### config.mk
export PLATFORM = sky130hd
export DESIGN_NAME = operand_fetch
export DESIGN_NICKNAME = d
export VERILOG_FILES = /design/src/rtl/of_pkg.sv /design/src/rtl/of_scoreboard.sv /design/src/rtl/operand_fetch.sv
export SDC_FILE = /design/constraint.sdc
export NUM_CORES = 1
export LEC_CHECK = 0
export ABC_CLOCK_PERIOD_IN_PS = 4400
export BUFFER_PORTS_ARGS = -buffer_cell sky130_fd_sc_hd__buf_2
export CORE_MARGIN = 10
export CORE_UTILIZATION = 50
export CTS_BUF_LIST = sky130_fd_sc_hd__clkbuf_4
export CTS_CLUSTER_DIAMETER = 40
export CTS_CLUSTER_SIZE = 8
export DETAILED_ROUTE_END_ITERATION = 12
export PLACE_DENSITY = 0.76
export SLEW_MARGIN = 10
export SYNTH_ARGS = -nofsm -noshare
export SYNTH_HDL_FRONTEND = slang
export SYNTH_SLANG_ARGS = --single-unit
### constraint.sdc
create_clock -name clk_i -period 4.4 [get_ports clk_i]
set_input_delay 0.22 -clock clk_i [delete_from_list [all_inputs] [get_ports clk_i]]
set_output_delay 0.22 -clock clk_i [all_outputs]
set_load 0.02 [all_outputs]
### src/rtl/of_pkg.sv
// Shared constants and types for the operand fetch block.
// Index space: GPRs occupy 0..NUM_REGS-1, the private register sits at PRIV_IDX.
package of_pkg;

  localparam int DATA_W   = 16;
  localparam int ADDR_W   = 4;
  localparam int PEND_W   = 2;
  localparam int NUM_REGS = 2 ** ADDR_W;
  localparam int PRIV_IDX = NUM_REGS;
  localparam int IDX_W    = ADDR_W + 1;

  localparam logic [PEND_W-1:0] PEND_MAX = '1;

  typedef logic [PEND_W-1:0]       pend_cnt_t;
  typedef pend_cnt_t [NUM_REGS:0]  pend_vec_t;

  function automatic logic [IDX_W-1:0] reg_idx(input logic priv, input logic [ADDR_W-1:0] addr);
    return priv ? IDX_W'(PRIV_IDX) : {1'b0, addr};
  endfunction

endpackage

### src/rtl/of_scoreboard.sv
// Per-register pending-write counters with busy/full flags for decode hazards.
// Optional macro WB_BYPASS_EN: a source with one pending write retiring this cycle is not busy.
module of_scoreboard
  import of_pkg::*;
(
  input  logic             clk_i,
  input  logic             rst_i,
  input  logic [IDX_W-1:0] src1_idx_i,
  input  logic             src1_use_i,
  input  logic [IDX_W-1:0] src2_idx_i,
  input  logic             src2_use_i,
  input  logic             issue_i,
  input  logic             dst_write_i,
  input  logic [IDX_W-1:0] dst_idx_i,
  input  logic             wb_write_i,
  input  logic [IDX_W-1:0] wb_idx_i,
  output logic             src1_busy_o,
  output logic             src2_busy_o,
  output logic             dst_full_o
);

  pend_vec_t         cnt_q, cnt_d;
  logic [NUM_REGS:0] inc_v, dec_v;

  always_comb begin
    src1_busy_o = src1_use_i && (cnt_q[src1_idx_i] != '0);
    src2_busy_o = src2_use_i && (cnt_q[src2_idx_i] != '0);
`ifdef WB_BYPASS_EN
    if (wb_write_i && (wb_idx_i == src1_idx_i) && (cnt_q[src1_idx_i] == PEND_W'(1)))
      src1_busy_o = 1'b0;
    if (wb_write_i && (wb_idx_i == src2_idx_i) && (cnt_q[src2_idx_i] == PEND_W'(1)))
      src2_busy_o = 1'b0;
`endif
    dst_full_o = (cnt_q[dst_idx_i] == PEND_MAX);
  end

  // Simultaneous issue and retire to one register cancel; retire at zero is ignored.
  always_comb begin
    inc_v = '0;
    dec_v = '0;
    cnt_d = cnt_q;
    for (int i = 0; i <= NUM_REGS; i++) begin
      inc_v[i] = issue_i && dst_write_i && (dst_idx_i == IDX_W'(i));
      dec_v[i] = wb_write_i && (wb_idx_i == IDX_W'(i));
      if (inc_v[i] && !dec_v[i])
        cnt_d[i] = cnt_q[i] + PEND_W'(1);
      else if (!inc_v[i] && dec_v[i] && (cnt_q[i] != '0))
        cnt_d[i] = cnt_q[i] - PEND_W'(1);
    end
  end

  always_ff @(posedge clk_i) begin
    if (rst_i) cnt_q <= '0;
    else       cnt_q <= cnt_d;
  end

endmodule

### src/rtl/operand_fetch.sv
// Decode-stage register file reader with writeback port and pending-write stall.
// Optional macro WB_BYPASS_EN: forward wb_data to a source retiring in the same cycle.
module operand_fetch
  import of_pkg::*;
(
  input  logic              clk_i,
  input  logic              rst_i,
  input  logic              wb_reg_write_i,
  input  logic              wb_dst_or_private_i,
  input  logic [ADDR_W-1:0] wb_dst_addr_i,
  input  logic [DATA_W-1:0] wb_data_i,
  input  logic              id_valid_i,
  input  logic [ADDR_W-1:0] id_src1_addr_i,
  input  logic [ADDR_W-1:0] id_src2_addr_i,
  input  logic              id_src1_use_i,
  input  logic              id_src2_use_i,
  input  logic              id_src2_private_i,
  input  logic              id_reg_write_i,
  input  logic              id_dst_private_i,
  input  logic [ADDR_W-1:0] id_dst_addr_i,
  output logic              stall_o,
  output logic              ex_valid_o,
  output logic [DATA_W-1:0] ex_src1_data_o,
  output logic [DATA_W-1:0] ex_src2_data_o
);

  logic [DATA_W-1:0] regs_q [NUM_REGS+1];
  logic              ex_valid_q;
  logic [DATA_W-1:0] ex_src1_q, ex_src2_q;
  logic [DATA_W-1:0] op1_d, op2_d;

  logic [IDX_W-1:0] src1_idx, src2_idx, dst_idx, wb_idx;
  logic             src1_busy, src2_busy, dst_full, issue;

  assign src1_idx = reg_idx(1'b0, id_src1_addr_i);
  assign src2_idx = reg_idx(id_src2_private_i, id_src2_addr_i);
  assign dst_idx  = reg_idx(id_dst_private_i, id_dst_addr_i);
  assign wb_idx   = reg_idx(wb_dst_or_private_i, wb_dst_addr_i);

  of_scoreboard u_scoreboard (
    .clk_i       (clk_i),
    .rst_i       (rst_i),
    .src1_idx_i  (src1_idx),
    .src1_use_i  (id_src1_use_i),
    .src2_idx_i  (src2_idx),
    .src2_use_i  (id_src2_use_i),
    .issue_i     (issue),
    .dst_write_i (id_reg_write_i),
    .dst_idx_i   (dst_idx),
    .wb_write_i  (wb_reg_write_i),
    .wb_idx_i    (wb_idx),
    .src1_busy_o (src1_busy),
    .src2_busy_o (src2_busy),
    .dst_full_o  (dst_full)
  );

  assign stall_o = id_valid_i && (src1_busy || src2_busy || (id_reg_write_i && dst_full));
  assign issue   = id_valid_i && !stall_o;

  // Unused sources present zero so EX never sees stale register contents.
  always_comb begin
    op1_d = '0;
    op2_d = '0;
    if (id_src1_use_i) op1_d = regs_q[src1_idx];
    if (id_src2_use_i) op2_d = regs_q[src2_idx];
`ifdef WB_BYPASS_EN
    if (id_src1_use_i && wb_reg_write_i && (wb_idx == src1_idx)) op1_d = wb_data_i;
    if (id_src2_use_i && wb_reg_write_i && (wb_idx == src2_idx)) op2_d = wb_data_i;
`endif
  end

  always_ff @(posedge clk_i) begin
    if (rst_i) begin
      for (int i = 0; i <= NUM_REGS; i++) regs_q[i] <= '0;
    end else if (wb_reg_write_i) begin
      regs_q[wb_idx] <= wb_data_i;
    end
  end

  always_ff @(posedge clk_i) begin
    if (rst_i) begin
      ex_valid_q <= 1'b0;
      ex_src1_q  <= '0;
      ex_src2_q  <= '0;
    end else begin
      ex_valid_q <= issue;
      if (issue) begin
        ex_src1_q <= op1_d;
        ex_src2_q <= op2_d;
      end
    end
  end

  assign ex_valid_o     = ex_valid_q;
  assign ex_src1_data_o = ex_src1_q;
  assign ex_src2_data_o = ex_src2_q;

endmodule
After elaboration in Yosys (flattened, before gate mapping). Memory sizes are Yosys's and may differ from the RTL's. Index checks and enable logic that the tools add are counted.

Memories kept: 1. Output and inout port bits: 34. RAM bits: 272. Input bits: 42. Register bits after elaboration: 67.

Memories: regs_q (words 17, width 16, read ports 2, clocked after memory_dff 0, write ports 17, line operand_fetch.sv:27) `logic [DATA_W-1:0] regs_q [NUM_REGS+1];`.

$lt $le $gt $ge: 3. Reduce and logical (&&, ||, !) cells: 167. Equal/unequal tests: 33. Multiplexer cells: 53. $add $sub $neg: 34.

Operator list (count): 1-bit logical AND (91); 5-bit by 4-bit equality test with 1-bit output (second input constant) (16); 2-bit 2-to-1 mux (37); 2-bit nonzero test (36); 16-bit 2-to-1 mux (3); 5-bit by 3-bit equality test with 1-bit output (second input constant) (8); 1-bit zero test (35); 2-bit by 1-bit adder with 2-bit output (second input constant) (17); 2-bit by 1-bit subtractor with 2-bit output (second input constant) (17); 2-bit binary-select mux with 5-bit select (2); 5-bit by 2-bit equality test with 1-bit output (second input constant) (4); 5-bit 2-to-1 mux (4); 16-bit OR reduction (1); 5-bit by 6-bit less-than comparator with 1-bit output (second input constant) (2); 5-bit by 1-bit equality test with 1-bit output (second input constant) (2); 5-bit equality test (second input constant) (2); 5-bit zero test (2); 2-bit binary-select mux with 4-bit select (1); 4-bit by 6-bit less-than comparator with 1-bit output (second input constant) (1); 1-bit 2-to-1 mux (6); 2-bit equality test (second input constant) (1); 1-bit logical OR (2).

Longest topological paths before layout. Gate-level depths: netlist of the first run.

Depth in word-level cells: 17. Mapped depth: 12. Depth with buffers taken out: 8.

Hierarchy. From an unflattened synthesis of the first run, not the netlist that was laid out.

Cells, all modules: 1462. Area total of the unflattened synthesis: 18821.8 µm².

Modules (own cells, without submodules): operand_fetch (seq. area each 8828.5 µm², area each 16096.7 µm², times used 1, cells each 1139); of_scoreboard (seq. area each 680.7 µm², area each 2725.1 µm², times used 1, cells each 323).

Worst setup path before layout of the first run. No wires, ideal clock.

Path kind: register to output. Start: register u_scoreboard.cnt_q[30] in the netlist's numbering. End: output stall_o. Path buffers: 2. Slack: 1.667 ns. Required time: 4.180 ns. Cell stages (with the launch flop): 10. Arrival time: 2.513 ns. Path through: dfxtp_1 nor2_1 mux4_2 mux4_2 nor2_1 a21o_1 nor2_1 buf_2 buf_1 nor2_1.

Cells in the longest elaborated chain, start to end: 7. Elaborated cells between the ends (all ways): 15. Those cells by class: eq/ne (1); mux (6); reduce/logical (8).

RTL lines: from (decl) (line of_scoreboard.sv:22) `pend_vec_t cnt_q, cnt_d;`; from (signal assigned) (line of_scoreboard.sv:54) `else cnt_q <= cnt_d;`; 2-bit binary-select mux with 5-bit select / 2-bit binary-select mux with 4-bit select (equally long branches) (line of_scoreboard.sv:27, of_scoreboard.sv:26); 2-bit 2-to-1 mux, on equally long branches (line of_scoreboard.sv:27, of_scoreboard.sv:26); 2-bit nonzero test, on equally long branches (line of_scoreboard.sv:27, of_scoreboard.sv:26); 1-bit logical AND, on equally long branches (line of_scoreboard.sv:27, of_scoreboard.sv:26); 1-bit logical OR (line operand_fetch.sv:57) `assign stall_o = id_valid_i && (src1_busy || src2_busy || (id_reg_write_i && dst_full));`; 1-bit logical OR (*) (line operand_fetch.sv:57); 1-bit logical AND (*) (line operand_fetch.sv:57); to (decl) (line operand_fetch.sv:21) `output logic stall_o,`.

Mark *: on every way between the ends. The rest lies on a longest branch, timed or not. The select of a mux whose other input is x is not followed.

Worst setup path after layout of the first run.
Start: register u_scoreboard.cnt_q[22] in the netlist's numbering. End: output stall_o.

The elaborated chain is that of the path after synthesis.

==> reports/metrics.cfg, run 1 <==
[floorplan]
die_y_microns=212.4
fp.dieW_microns=212.4
rows=70
die_area_sq_um=45110
start_util_pct=50.56
coreArea_sq_um=36610
io_pins=76

[routing]
vias_per_cell=6.823
dr.pass1.iters=5
drc=0
ant_nets=0
routed_wl_mm=62.30
wl_per_cell_microns=29.18
drt_iter0_markers=2140
num_vias=14567

[clocking]
cts_tree=done
clk_latency_ns=0.80
cts_buffers=56
clk_pin_slew_ns=0.09
cts_sinks=339
cts_root_buf=clkbuf_4
cts_buffer_depth=3
htreeDepth=2
cts_setup_buffers=0

[status]
outcome=finished, final reports clean

[synthesis]
syn-cell-area_sq_um=18510
yosys_warnings=0
synth_cells=1549
mappedNetlistNets=1591
synth-seq-area-share_pct=51.38
syn_area_per_cell_sq_um=11.95
synth.most_common_cell=edfxtp_1
synth_edf_count=272
synth-seq-cells=339
synth_top_area_share_pct=44.13
synth_area_leaders=edfxtp_1 44%, mux4_2 13%, and2_1 8.9%
synthArstFlopShare_pct=0
yosys-top-cells-count=272 x edfxtp_1, 264 x and2_1, 115 x nand2_1, 107 x mux4_2, 98 x clkbuf_1
ys_types=77
yosys.area.top_type=edfxtp_1
synthFlopType=edfxtp_1

[global_route]
groute.usage.overall_pct=27.30
grt_pass1_wl_mm=91.05
antenna_found_initial=6
grt_max_degree=65
grt_pass1_vias=14239
grt-ovfl-total=0

[place]
routabilityCongestion=1.013
dp_hpwl_mm=38.62
port_buffers=75
dpl-instance-area_sq_um=19320

[sta]
hold_viol_final=0
finalSetupViolCount=0
drv_slew=0
finClkSkew_ns=0.09955
min_period_over_period_pct=90.07
max_freq_mhz=252.3
fin_tns_setup_ns=0
fin_crit_ns=3.963
rsz0062_at_grt=false
worst_slew_pin_slew_ns=1.320
relSlewSlack_pct=11.87

[worst_setup_path]
cp_data_required_time_ns=4.18
cp_num_buf_inv=1
startpoint=u_scoreboard.cnt_q[22]
cp_top_family=multiplexers
start_kind=flip-flop
worstReg2RegStart=u_scoreboard.cnt_q[22]
crit_slowest_cell=a21o_1
cp_cell_sequence=nor2_1 > mux4_2 > mux4_2 > nor2_1 > a21o_1 > nor2_2 > nor2_1 > buf_2
crit_type=flip-flop to output port
critPathCaptureType=output port
crit_path_frequent_cell=nor2_1
max_stage_delay_ns=0.50
crit_fanout=14
crit_arrival_ns=3.74

[power_and_ir_drop]
ir_drop_mv=0.1884
powerDensity_nw_per_um2=339.6
leakagePower_nw=7.297

[worst_hold_path]
hp-start=id_reg_write_i
holdCritPathClass=input pin to flip-flop

[job]
max_cap_viol_count=0

[finish]
design_area_sq_um=20340
fin_nets=1657
layout-drive-gt1-share_pct=22.56
synthToLayoutAreaGrowth_pct=9.876

[kinds of logic (layout without fill, tap and decap cells)]
group           Yosys count  in the layout  synth area share [%]
compound gates          278            278                 10.96
xor+xnor                  2              2               0.09466
buf+inv                 146            259                 3.150
flops                   339            339                 51.38
mux                     150            150                 15.50
other cells               0              5                     0
simple gates            634            634                 18.92
[state kept, by name (all words and copies together) (netlist names)]
signal,cells
ex_valid_o,1
ex_src1_data_o,16
ex_src2_data_o,16
regs_q,272
u_scoreboard.cnt_q,34
[stage by stage]
step	worst slack [ns]	util (%)	power (mW)	hold WS (ns)	instances
final	0.4367	55.55	6.907	0.04872	2135
after global routing	0.3323	55.52	7.111	0.05935	2131
after CTS	0.5163	55.52	6.889	0.002729	2130
after detailed placement	0.9131	52.77	4.663	0.4487	2005
after global placement	0.9483	52.77	4.639	0.4443	2005
after floorplan	1.667	-	4.317	0.3702	1549
[cell usage in the layout (no fill, tap or decap), types with 10 or more instances in the layout]
master and count:
nor2b_1 20, a21oi_1 27, mux4_2 107, o22ai_1 10
nor2_1 78, edfxtp_1 272, and3_1 32, buf_4 42
o211ai_1 12, clkbuf_4 85, inv_1 15, nand2b_1 11
dlygate4sd3_1 20, mux2i_1 20, and2_1 264, nand3_1 23
nor2_2 15, buf_2 73, a221oi_1 15, o2bb2ai_1 10
clkinv_1 10, a32o_1 23, o2111ai_1 10, nand2_1 115
a31oi_1 29, mux2_2 23, nor3_1 17, dfxtp_1 67
a211oi_1 38, o21ai_0 41
[worst paths after layout]
kind | to | slack [ns] | cells past startpoint
worst min register to register | ex_src1_data_o[14] | 0.47 | 1
worst max register to register | ex_src2_data_o[2] | 0.92 | 9
worst min-delay path | u_scoreboard.cnt_q[18] | 0.05 | 5
worst max-delay path | stall_o | 0.44 | 8
[power by group]
part / switching [mW] / internal [mW] / leakage, nW / total, mW
Combinational: 0.568 / 0.352 / 3.69 / 0.920
Clock: 1.25 / 1.02 / 0.464 / 2.27
Sequential: 0.0943 / 3.62 / 3.15 / 3.71
[area by class of cell]
cell class / instances / area, sq um
multi-input combinational: 1064 / 8473
fill: 3058 / 16270
clock buffer: 85 / 638.1
sequential: 339 / 9509
tap: 468 / 585.6
antenna: 5 / 12.51
clock inverter: 20 / 166.4
inverter: 19 / 71.32
timing repair buffer: 135 / 880.8
[metal layers]
metal | track usage [%] | vias up | share of wire (%)
li1 | - | 6094 | -
met1 | 35.23 | 7024 | 36
met2 | 40.71 | 1211 | 44
met3 | 7.407 | 236 | 14
met4 | 15.81 | 2 | 6.3
met5 | 0 | - | 0.019
[worst reg2reg max path, cell delays in order, from the launching register on]
cell and delay [ns]:
dfxtp_1 0.49, nor2_1 0.09, mux4_2 0.49, mux4_2 0.47, nor2_1 0.32, a21o_1 0.50, nor2_2 0.21, a21oi_2 0.19
buf_4 0.41, o2bb2ai_1 0.18
[timing repair]
| action | in CTS | in global routing |
|---|---|---|
| hold endpoints to repair | 246 | 0 |
| resized for setup | 0 | 0 |
| hold buffers | 20 | 0 |
No activity file was read; power rests on OpenSTA's default activity.
==> run 2, diff against run 1 <==
--- a/config.mk
+++ b/config.mk
@@ -7,7 +7,7 @@
 export LEC_CHECK = 0
 export ABC_CLOCK_PERIOD_IN_PS = 4400
 export BUFFER_PORTS_ARGS = -buffer_cell sky130_fd_sc_hd__buf_2
-export CORE_MARGIN = 10
+export CORE_MARGIN = 2
 export CORE_UTILIZATION = 50
 export CTS_BUF_LIST = sky130_fd_sc_hd__clkbuf_4
 export CTS_CLUSTER_DIAMETER = 40
@@ -17,4 +17,5 @@
 export SLEW_MARGIN = 10
 export SYNTH_ARGS = -nofsm -noshare
 export SYNTH_HDL_FRONTEND = slang
+export SYNTH_HIERARCHICAL = 1
 export SYNTH_SLANG_ARGS = --single-unit
==> run 2 against run 1 <==
Non-clock buffer count rose by 3. Global-route usage rose by 2.5 points. Clock-buffer cell count rose by 1. Via count fell by 5.9%. Fmax rose by 14%. Final cell count fell by 1.5%. Critical path type is now input pin to flip-flop.
==> reports/metrics.cfg, run 2 <==
[floorplan]
die_y_microns=198.0  ; was 212.4 microns
io_pins=76  ; unchanged
fp.dieW_microns=198.0  ; was 212.4 microns
start_util_pct=50.33  ; was 50.56%
die_area_sq_um=39210  ; was 45,110 sq um
rows=71  ; was 70
coreArea_sq_um=37400  ; was 36,610 sq um

[routing]
drt_iter0_markers=1741  ; was 2,140
num_vias=13706  ; was 14,567
dr.pass1.iters=8  ; was 5
vias_per_cell=6.517  ; was 6.823
ant_nets=0  ; unchanged
drc=0  ; unchanged
wl_per_cell_microns=27.35  ; was 29.18 microns
routed_wl_mm=57.51  ; was 62.30 mm

[clocking]
clk_pin_slew_ns=0.09  ; about the same
htreeDepth=2  ; unchanged
cts_buffers=55  ; was 56
cts_sinks=339  ; unchanged
cts_root_buf=clkbuf_4  ; unchanged
cts_tree=done  ; unchanged
cts_resized=0  ; unchanged
cts_buffer_depth=3  ; unchanged
clk_latency_ns=0.82  ; was 0.80 ns

[power_and_ir_drop]
p_switching_mw=1.824  ; was 1.913 mW
pwr-share-comb_pct=12.3  ; was 13.3%
p_clk_share_pct=33.2  ; was 32.9%
seqPwrFrac_pct=54.5  ; was 53.8%
powerDensity_nw_per_um2=332.3  ; was 339.6 nW/um^2
p_int_mw=4.973  ; was 4.994 mW
swShare_pct=26.84  ; was 27.70%
ir_drop_mv=0.1835  ; was 0.1884 mV
p_total_mw=6.797  ; was 6.907 mW
leakagePower_nw=7.400  ; was 7.297 nW

[place]
port_buffers=75  ; unchanged
dpl-instance-area_sq_um=19430  ; was 19,320 sq um
dp_hpwl_mm=35.41  ; was 38.62 mm
routabilityCongestion=0.9229  ; was 1.013
place_worst_setup_slack_ns=0.6059  ; was 0.9131 ns

[worst_hold_path]
holdCritPathClass=input pin to flip-flop  ; unchanged

[synthesis]
synth-seq-area-share_pct=50.52  ; was 51.38%
synthAdderAreaFrac_pct=0  ; unchanged
yosys.area_share.simple_pct=16.63  ; was 18.92%
yosys_warnings=6  ; was 0
synth_xor_area_share_pct=0  ; was 0.09464%
ys_types=84  ; was 77
synth_cells=1462  ; was 1,549
synth_area_leaders=edfxtp_1 43%, mux4_2 11%, and2_1 8.6%  ; was edfxtp_1 44%, mux4_2 13%, and2_1 8.9%
synth_mux_area_share_pct=18.58  ; was 15.50%
synthFlopType=edfxtp_1  ; unchanged
yosys.area.top_type=edfxtp_1  ; unchanged
synth_edf_count=272  ; unchanged
syn-cell-area_sq_um=18820  ; was 18,510 sq um
synth.most_common_cell=edfxtp_1  ; unchanged
synthArstFlopShare_pct=0  ; unchanged
synth_compound_area_share_pct=9.732  ; was 10.96%
synth_top_family_by_area=multiplexers  ; was simple AND/OR/NAND/NOR gates
synth_top_area_share_pct=43.40  ; was 44.13%
yosys-top-cells-count=272 x edfxtp_1, 260 x and2_1, 90 x mux4_2, 79 x mux2i_1, 67 x dfxtp_1  ; was 272 x edfxtp_1, 264 x and2_1, 115 x nand2_1, 107 x mux4_2, 98 x clkbuf_1
syn_area_per_cell_sq_um=12.87  ; was 11.95 sq um
synth-seq-cells=339  ; unchanged

[sta]
finalWorstSetupSlack_ns=0.9086  ; was 0.4367 ns
min_period_over_period_pct=79.35  ; was 90.07%
finalSetupViolCount=0  ; unchanged
relSlewSlack_pct=26.06  ; was 11.87%
finClkSkew_ns=0.03984  ; was 0.09955 ns
max_freq_mhz=286.4  ; was 252.3 MHz
worst_slew_pin_slew_ns=1.105  ; was 1.320 ns
drv_slew=0  ; unchanged
rsz0062_at_grt=false  ; unchanged
fin_tns_setup_ns=0  ; unchanged
hold_viol_final=0  ; unchanged
fin_crit_ns=3.491  ; was 3.963 ns

[worst_setup_path]
cp_num_buf_inv=5  ; was 1
crit_path_frequent_cell=inv_1  ; was nor2_1
cp_cell_sequence=dlygate4sd3_1 > buf_2 > inv_1 > nand2_1 > inv_1 > or4_1 > o21ai_0 > nand4_1 > nor2_1 > a211oi_2 > nand2_1 > inv_1 > and3b_1 > nand3b_1 > a311o_1 > a2111oi_0  ; was nor2_1 > mux4_2 > mux4_2 > nor2_1 > a21o_1 > nor2_2 > nor2_1 > buf_2
max_stage_delay_ns=0.53  ; was 0.50 ns
cp_top_family=buffers and inverters  ; was multiplexers
crit_slowest_cell=dlygate4sd3_1  ; was a21o_1
cp_data_required_time_ns=5.10  ; was 4.18 ns
critPathCaptureType=flip-flop  ; was output port
crit_type=input pin to flip-flop  ; was flip-flop to output port
start_kind=input pin  ; was flip-flop
crit_arrival_ns=4.19  ; was 3.74 ns
crit_fanout=11  ; was 14

[finish]
layout_common_cells=272 x edfxtp_1, 260 x and2_1, 90 x mux4_2  ; was 272 x edfxtp_1, 264 x and2_1, 115 x nand2_1
largest_reg_flops=272  ; unchanged
fillers=3089  ; was 3,058
layout-drive-gt1-share_pct=22.50  ; was 22.56%
regMostFlops=regs_q  ; unchanged
layout_commonest_cell=edfxtp_1  ; unchanged
design_area_sq_um=20450  ; was 20,340 sq um
synthToLayoutAreaGrowth_pct=8.669  ; was 9.876%
largestRegisters=regs_q: 272 flops, u_scoreboard/cnt_q: 34 flops  ; was regs_q: 272 flops, u_scoreboard.cnt_q: 34 flops
fin_nets=1586  ; was 1,657

[global_route]
groute.usage.overall_pct=29.77  ; was 27.30%
met1_usage_pct=37.79  ; was 35.23%
grt-ovfl-total=0  ; unchanged
grt_pass1_wl_mm=84.78  ; was 91.05 mm
grt_use_met3_pct=7.358  ; was 7.407%
grt_max_degree=65  ; unchanged
use_met2_pct=47.90  ; was 40.71%
grt_busiest_layer=met2  ; unchanged
antenna_found_initial=1  ; was 6
grt_pass1_vias=13603  ; was 14,239

[status]
outcome=finished, final reports clean  ; unchanged

[job]
max_cap_viol_count=0  ; unchanged

[run 2: worst reg2reg max path: cells and delay by family (launching register included)]
family | cells | cell delay, ns
AOI/OAI and AO/OA | 5 | 1.59
and+or+nand+nor | 4 | 0.77
muxes | 1 | 0.48
DFF | 1 | 0.38
buffers and inverters | 1 | 0.11
[run 2: path summary, 6_finish.rpt]
check	start	to	slack [ns]	cells after the start
min	id_dst_private_i	u_scoreboard/cnt_q[33]	0.08	4
max reg2reg	u_scoreboard/cnt_q[19]	u_scoreboard/cnt_q[27]	0.98	11
max	id_src2_private_i	u_scoreboard/cnt_q[27]	0.91	16
min reg2reg	ex_src1_data_o[9]	ex_src1_data_o[9]	0.48	2
[run 2: cell families (layout without fill, tap and decap cells)]
| kind of cell | count (synthesis) | in the layout |
|---|---|---|
| other cells | 1 | 3 |
| simple gates | 536 | 536 |
| compound gates | 242 | 242 |
| buf+inv | 144 | 272 |
| mux | 200 | 200 |
| flops | 339 | 339 |
[run 2: layout make-up]
type / instances / area (sq um) / share of cell area (%)
multi-input combinational: 980 / 8469 / 41.41
sequential: 339 / 9509 / 46.49
tap: 511 / 639.4 / 3.126
antenna: 1 / 2.502 / 0.01223
inverter: 30 / 125.1 / 0.6117
timing repair buffer: 138 / 910.9 / 4.453
clock inverter: 18 / 151.4 / 0.7402
clock buffer: 86 / 645.6 / 3.157
[run 2: timing repair]
| action | CTS | global route |
|---|---|---|
| hold buffers | 22 | 0 |
| endpoints found under the hold margin | 285 | 0 |
| setup buffers | 0 | 0 |
| endpoints found under the setup margin | 0 | 0 |
[run 2: power by group through the flow]
stage	Combinational (mW)	Clock, mW	Sequential (mW)
6_report	0.839	2.26	3.70
5_1_grt	0.878	2.40	3.72
4_1_cts	0.824	2.27	3.70
3_5_place_dp	0.806	0	3.77
3_3_place_gp	0.794	0	3.76
2_1_floorplan	0.552	0	3.75
[run 2: metrics by stage]
stage	std cells	utilization (%)	hold WS, ns
after floorplan	1463	-	0.3040
after global placement	1976	51.96	0.4365
after detailed placement	1976	51.96	0.4564
after CTS	2102	54.68	0.01707
after global routing	2103	54.69	0.08852
final	2103	54.69	0.07583
[run 2: per-layer routing]
layer  wire [microns]  vias up
li1                 -     5820
met1            21080     6777
met2            27040      925
met3             6592      184
met4             2798        0
met5                0        -
==> run 3, diff against run 2 <==
--- a/config.mk
+++ b/config.mk
@@ -5,7 +5,7 @@
 export SDC_FILE = /design/constraint.sdc
 export NUM_CORES = 1
 export LEC_CHECK = 0
-export ABC_CLOCK_PERIOD_IN_PS = 4400
+export ABC_CLOCK_PERIOD_IN_PS = 3600
 export BUFFER_PORTS_ARGS = -buffer_cell sky130_fd_sc_hd__buf_2
 export CORE_MARGIN = 2
 export CORE_UTILIZATION = 50
==> constraint.sdc (replaced) <==
create_clock -name clk_i -period 3.6 [get_ports clk_i]
set_input_delay 0.18 -clock clk_i [delete_from_list [all_inputs] [get_ports clk_i]]
set_output_delay 0.18 -clock clk_i [all_outputs]
set_load 0.02 [all_outputs]
==> run 3 against run 2 <==
Sequential share of layout area shrank 0.54 points. Largest power group unchanged. First-iteration DRC count up 6.8%. Utilization up 0.65 points. Sequential power grew 22%. Register-to-register slack got worse by 0.75 ns. Die area unchanged. Setup slack got worse by 0.68 ns. Sequential cell count did not move. Final cell count grew 0.95%. Global-route usage rose by 0.48 points.
==> reports/metrics.cfg, run 3 (synthesis results as in run 2) <==
[status]
outcome=finished, final reports clean  ; unchanged

[place]
dp_hpwl_mm=36.95  ; was 35.41 mm
routabilityCongestion=0.9200  ; was 0.9229
dpl-instance-area_sq_um=19580  ; was 19,430 sq um
port_buffers=75  ; unchanged

[routing]
drt_iter0_markers=1860  ; was 1,741
num_vias=13875  ; was 13,706
vias_per_cell=6.536  ; was 6.517
routed_wl_mm=58.53  ; was 57.51 mm
dr.pass1.iters=8  ; unchanged
wl_per_cell_microns=27.57  ; was 27.35 microns
drc=0  ; unchanged
ant_nets=0  ; unchanged

[sta]
max_freq_mhz=296.7
rsz0062_at_grt=false  ; unchanged
finClkSkew_ns=0.08339  ; was 0.03984 ns
hold_viol_final=0  ; unchanged
relSlewSlack_pct=31.85  ; was 26.06%
worst_slew_pin_slew_ns=1.019  ; was 1.105 ns
hold_slack_ns=0.02142  ; was 0.07583 ns
finalSetupViolCount=0  ; unchanged
fin_crit_ns=3.371
min_period_over_period_pct=93.63
fin_tns_setup_ns=0  ; unchanged
drv_slew=0  ; unchanged

[worst_setup_path]
max_stage_delay_ns=0.60  ; was 0.53 ns
crit_fanout=19  ; was 11
cp_data_required_time_ns=4.26  ; was 5.10 ns
critPathCaptureType=flip-flop  ; unchanged
worstReg2RegStart=u_scoreboard/cnt_q[9]  ; was u_scoreboard/cnt_q[19]
startpoint=u_scoreboard/cnt_q[9]  ; was id_src2_private_i
crit_slowest_cell=dlygate4sd3_1  ; unchanged
cp_cell_sequence=nor2_1 > mux4_2 > mux2i_1 > nor3_1 > a311oi_1 > a211oi_2 > nand2_1 > buf_4 > nor2_1 > nand3b_1 > dlygate4sd3_1 > buf_12 > o21ai_0  ; was dlygate4sd3_1 > buf_2 > inv_1 > nand2_1 > inv_1 > or4_1 > o21ai_0 > nand4_1 > nor2_1 > a211oi_2 > nand2_1 > inv_1 > and3b_1 > nand3b_1 > a311o_1 > a2111oi_0
crit_type=flip-flop to flip-flop  ; was input pin to flip-flop
start_kind=flip-flop  ; was input pin
crit_path_frequent_cell=nor2_1  ; was inv_1
crit_arrival_ns=4.03  ; was 4.19 ns

[finish]
multiInputGateArea_sq_um=8469  ; unchanged
fin_util_pct=55.33  ; was 54.69%
largest_reg_flops=272  ; unchanged
synthToLayoutAreaGrowth_pct=9.951  ; was 8.669%
design_area_sq_um=20690  ; was 20,450 sq um
layout_commonest_cell=edfxtp_1  ; unchanged
regArea_sq_um=9509  ; unchanged
layout_common_cells=272 x edfxtp_1, 260 x and2_1, 90 x mux4_2  ; unchanged
largestRegisters=regs_q: 272 flops, u_scoreboard/cnt_q: 34 flops  ; unchanged
regMostFlops=regs_q  ; unchanged
fillers=3072  ; was 3,089
layout-drive-gt1-share_pct=22.95  ; was 22.50%
fin_nets=1605  ; was 1,586

[power_and_ir_drop]
powerDensity_nw_per_um2=408.2  ; was 332.3 nW/um^2
seqPwrFrac_pct=53.6  ; was 54.5%
pwr-share-comb_pct=12.4  ; was 12.3%
leakagePower_nw=7.534  ; was 7.400 nW
p_int_mw=6.195  ; was 4.973 mW
p_total_mw=8.447  ; was 6.797 mW
p_clk_share_pct=34.0  ; was 33.2%
ir_drop_mv=0.2346  ; was 0.1835 mV
p_switching_mw=2.252  ; was 1.824 mW
swShare_pct=26.66  ; was 26.84%

[floorplan]
coreArea_sq_um=37400  ; unchanged
rows=71  ; unchanged
start_util_pct=50.33  ; unchanged
io_pins=76  ; unchanged
fp.dieW_microns=198.0  ; unchanged
die_area_sq_um=39210  ; unchanged
die_y_microns=198.0  ; unchanged

[worst_hold_path]
hp-start=id_src1_addr_i[2]  ; was id_dst_private_i
holdCritPathClass=input pin to flip-flop  ; unchanged

[global_route]
grt_max_degree=61  ; was 65
grt_pass1_vias=13735  ; was 13,603
grt-ovfl-total=0  ; unchanged
groute.usage.overall_pct=30.25  ; was 29.77%
antenna_found_initial=4  ; was 1
grt_pass1_wl_mm=85.69  ; was 84.78 mm

[clocking]
cts_sinks=339  ; unchanged
htreeDepth=2  ; unchanged
clk_pin_slew_ns=0.09  ; about the same
cts_tree=done  ; unchanged
clk_latency_ns=0.89  ; was 0.82 ns
cts_root_buf=clkbuf_4  ; unchanged
cts_buffer_depth=3  ; unchanged
cts_buffers=55  ; unchanged

[job]
max_cap_viol_count=0  ; unchanged

[run 3: cell types whose count changed in the layout (fill, tap and decap cells not counted), sizes merged, moves of 2 or more]
cell	change
buf	+13
bufinv	+2
clkbuf	-4
clkinv	+2
clkinvlp	-3
diode	+3
dlygate4sd3	+6
[run 3: cell type report]
| cell class | instances | share of cell area [%] |
|---|---|---|
| Multi-Input combinational cell | 980 | 40.93 |
| Clock buffer | 82 | 2.975 |
| Tap cell | 511 | 3.089 |
| Timing Repair Buffer | 157 | 5.405 |
| Antenna cell | 4 | 0.04837 |
| Inverter | 30 | 0.6046 |
| Clock inverter | 20 | 1.004 |
| Sequential cell | 339 | 45.95 |
[run 3: power groups by stage]
stage / clock network (mW) / registers [mW] / logic, mW
2_1_floorplan: 0 / 4.59 / 0.674
3_3_place_gp: 0 / 4.60 / 0.990
3_5_place_dp: 0 / 4.61 / 1.00
4_1_cts: 2.88 / 4.52 / 1.03
5_1_grt: 3.06 / 4.55 / 1.10
6_report: 2.87 / 4.53 / 1.05
[run 3: repair_timing]
item                      in CTS  in global routing
setup buffers                  0                  0
hold buffers                  28                  0
hold endpoints to repair     294                  0
gates resized for setup        0                  0
[run 3: final timing paths]
check                                           to  slack, ns  cells past startpoint
worst min register to register  ex_src2_data_o[10]       0.47                      1
worst max register to register   ex_src1_data_o[3]       0.23                     13
worst max-delay path             ex_src1_data_o[3]       0.23                     13
worst min-delay path             ex_src1_data_o[8]       0.02                      4
[run 3: stage by stage]
step,worst slack (ns),std cells
after floorplan,0.2855,1463
after global placement,0.1960,1989
after detailed placement,0.09885,1989
after CTS,0.2364,2119
after global routing,0.07587,2123
final,0.2293,2123
[run 3: layer usage]
| layer | part of all wire, % | vias up | GRT usage [%] |
|---|---|---|---|
| met5 | 0 | - | 0 |
| met4 | 4.6 | 0 | 13.95 |
| met3 | 12 | 202 | 7.154 |
| met2 | 48 | 976 | 49.09 |
| met1 | 36 | 6857 | 38.62 |
| li1 | - | 5840 | - |
[run 3: critical path, delay by kind of cell, from the launching register on]
family | cells | cell delay (ns)
mux | 2 | 0.64
flops | 1 | 0.46
buf+inv | 3 | 1.09
compound gates | 3 | 0.50
simple gates | 5 | 0.49
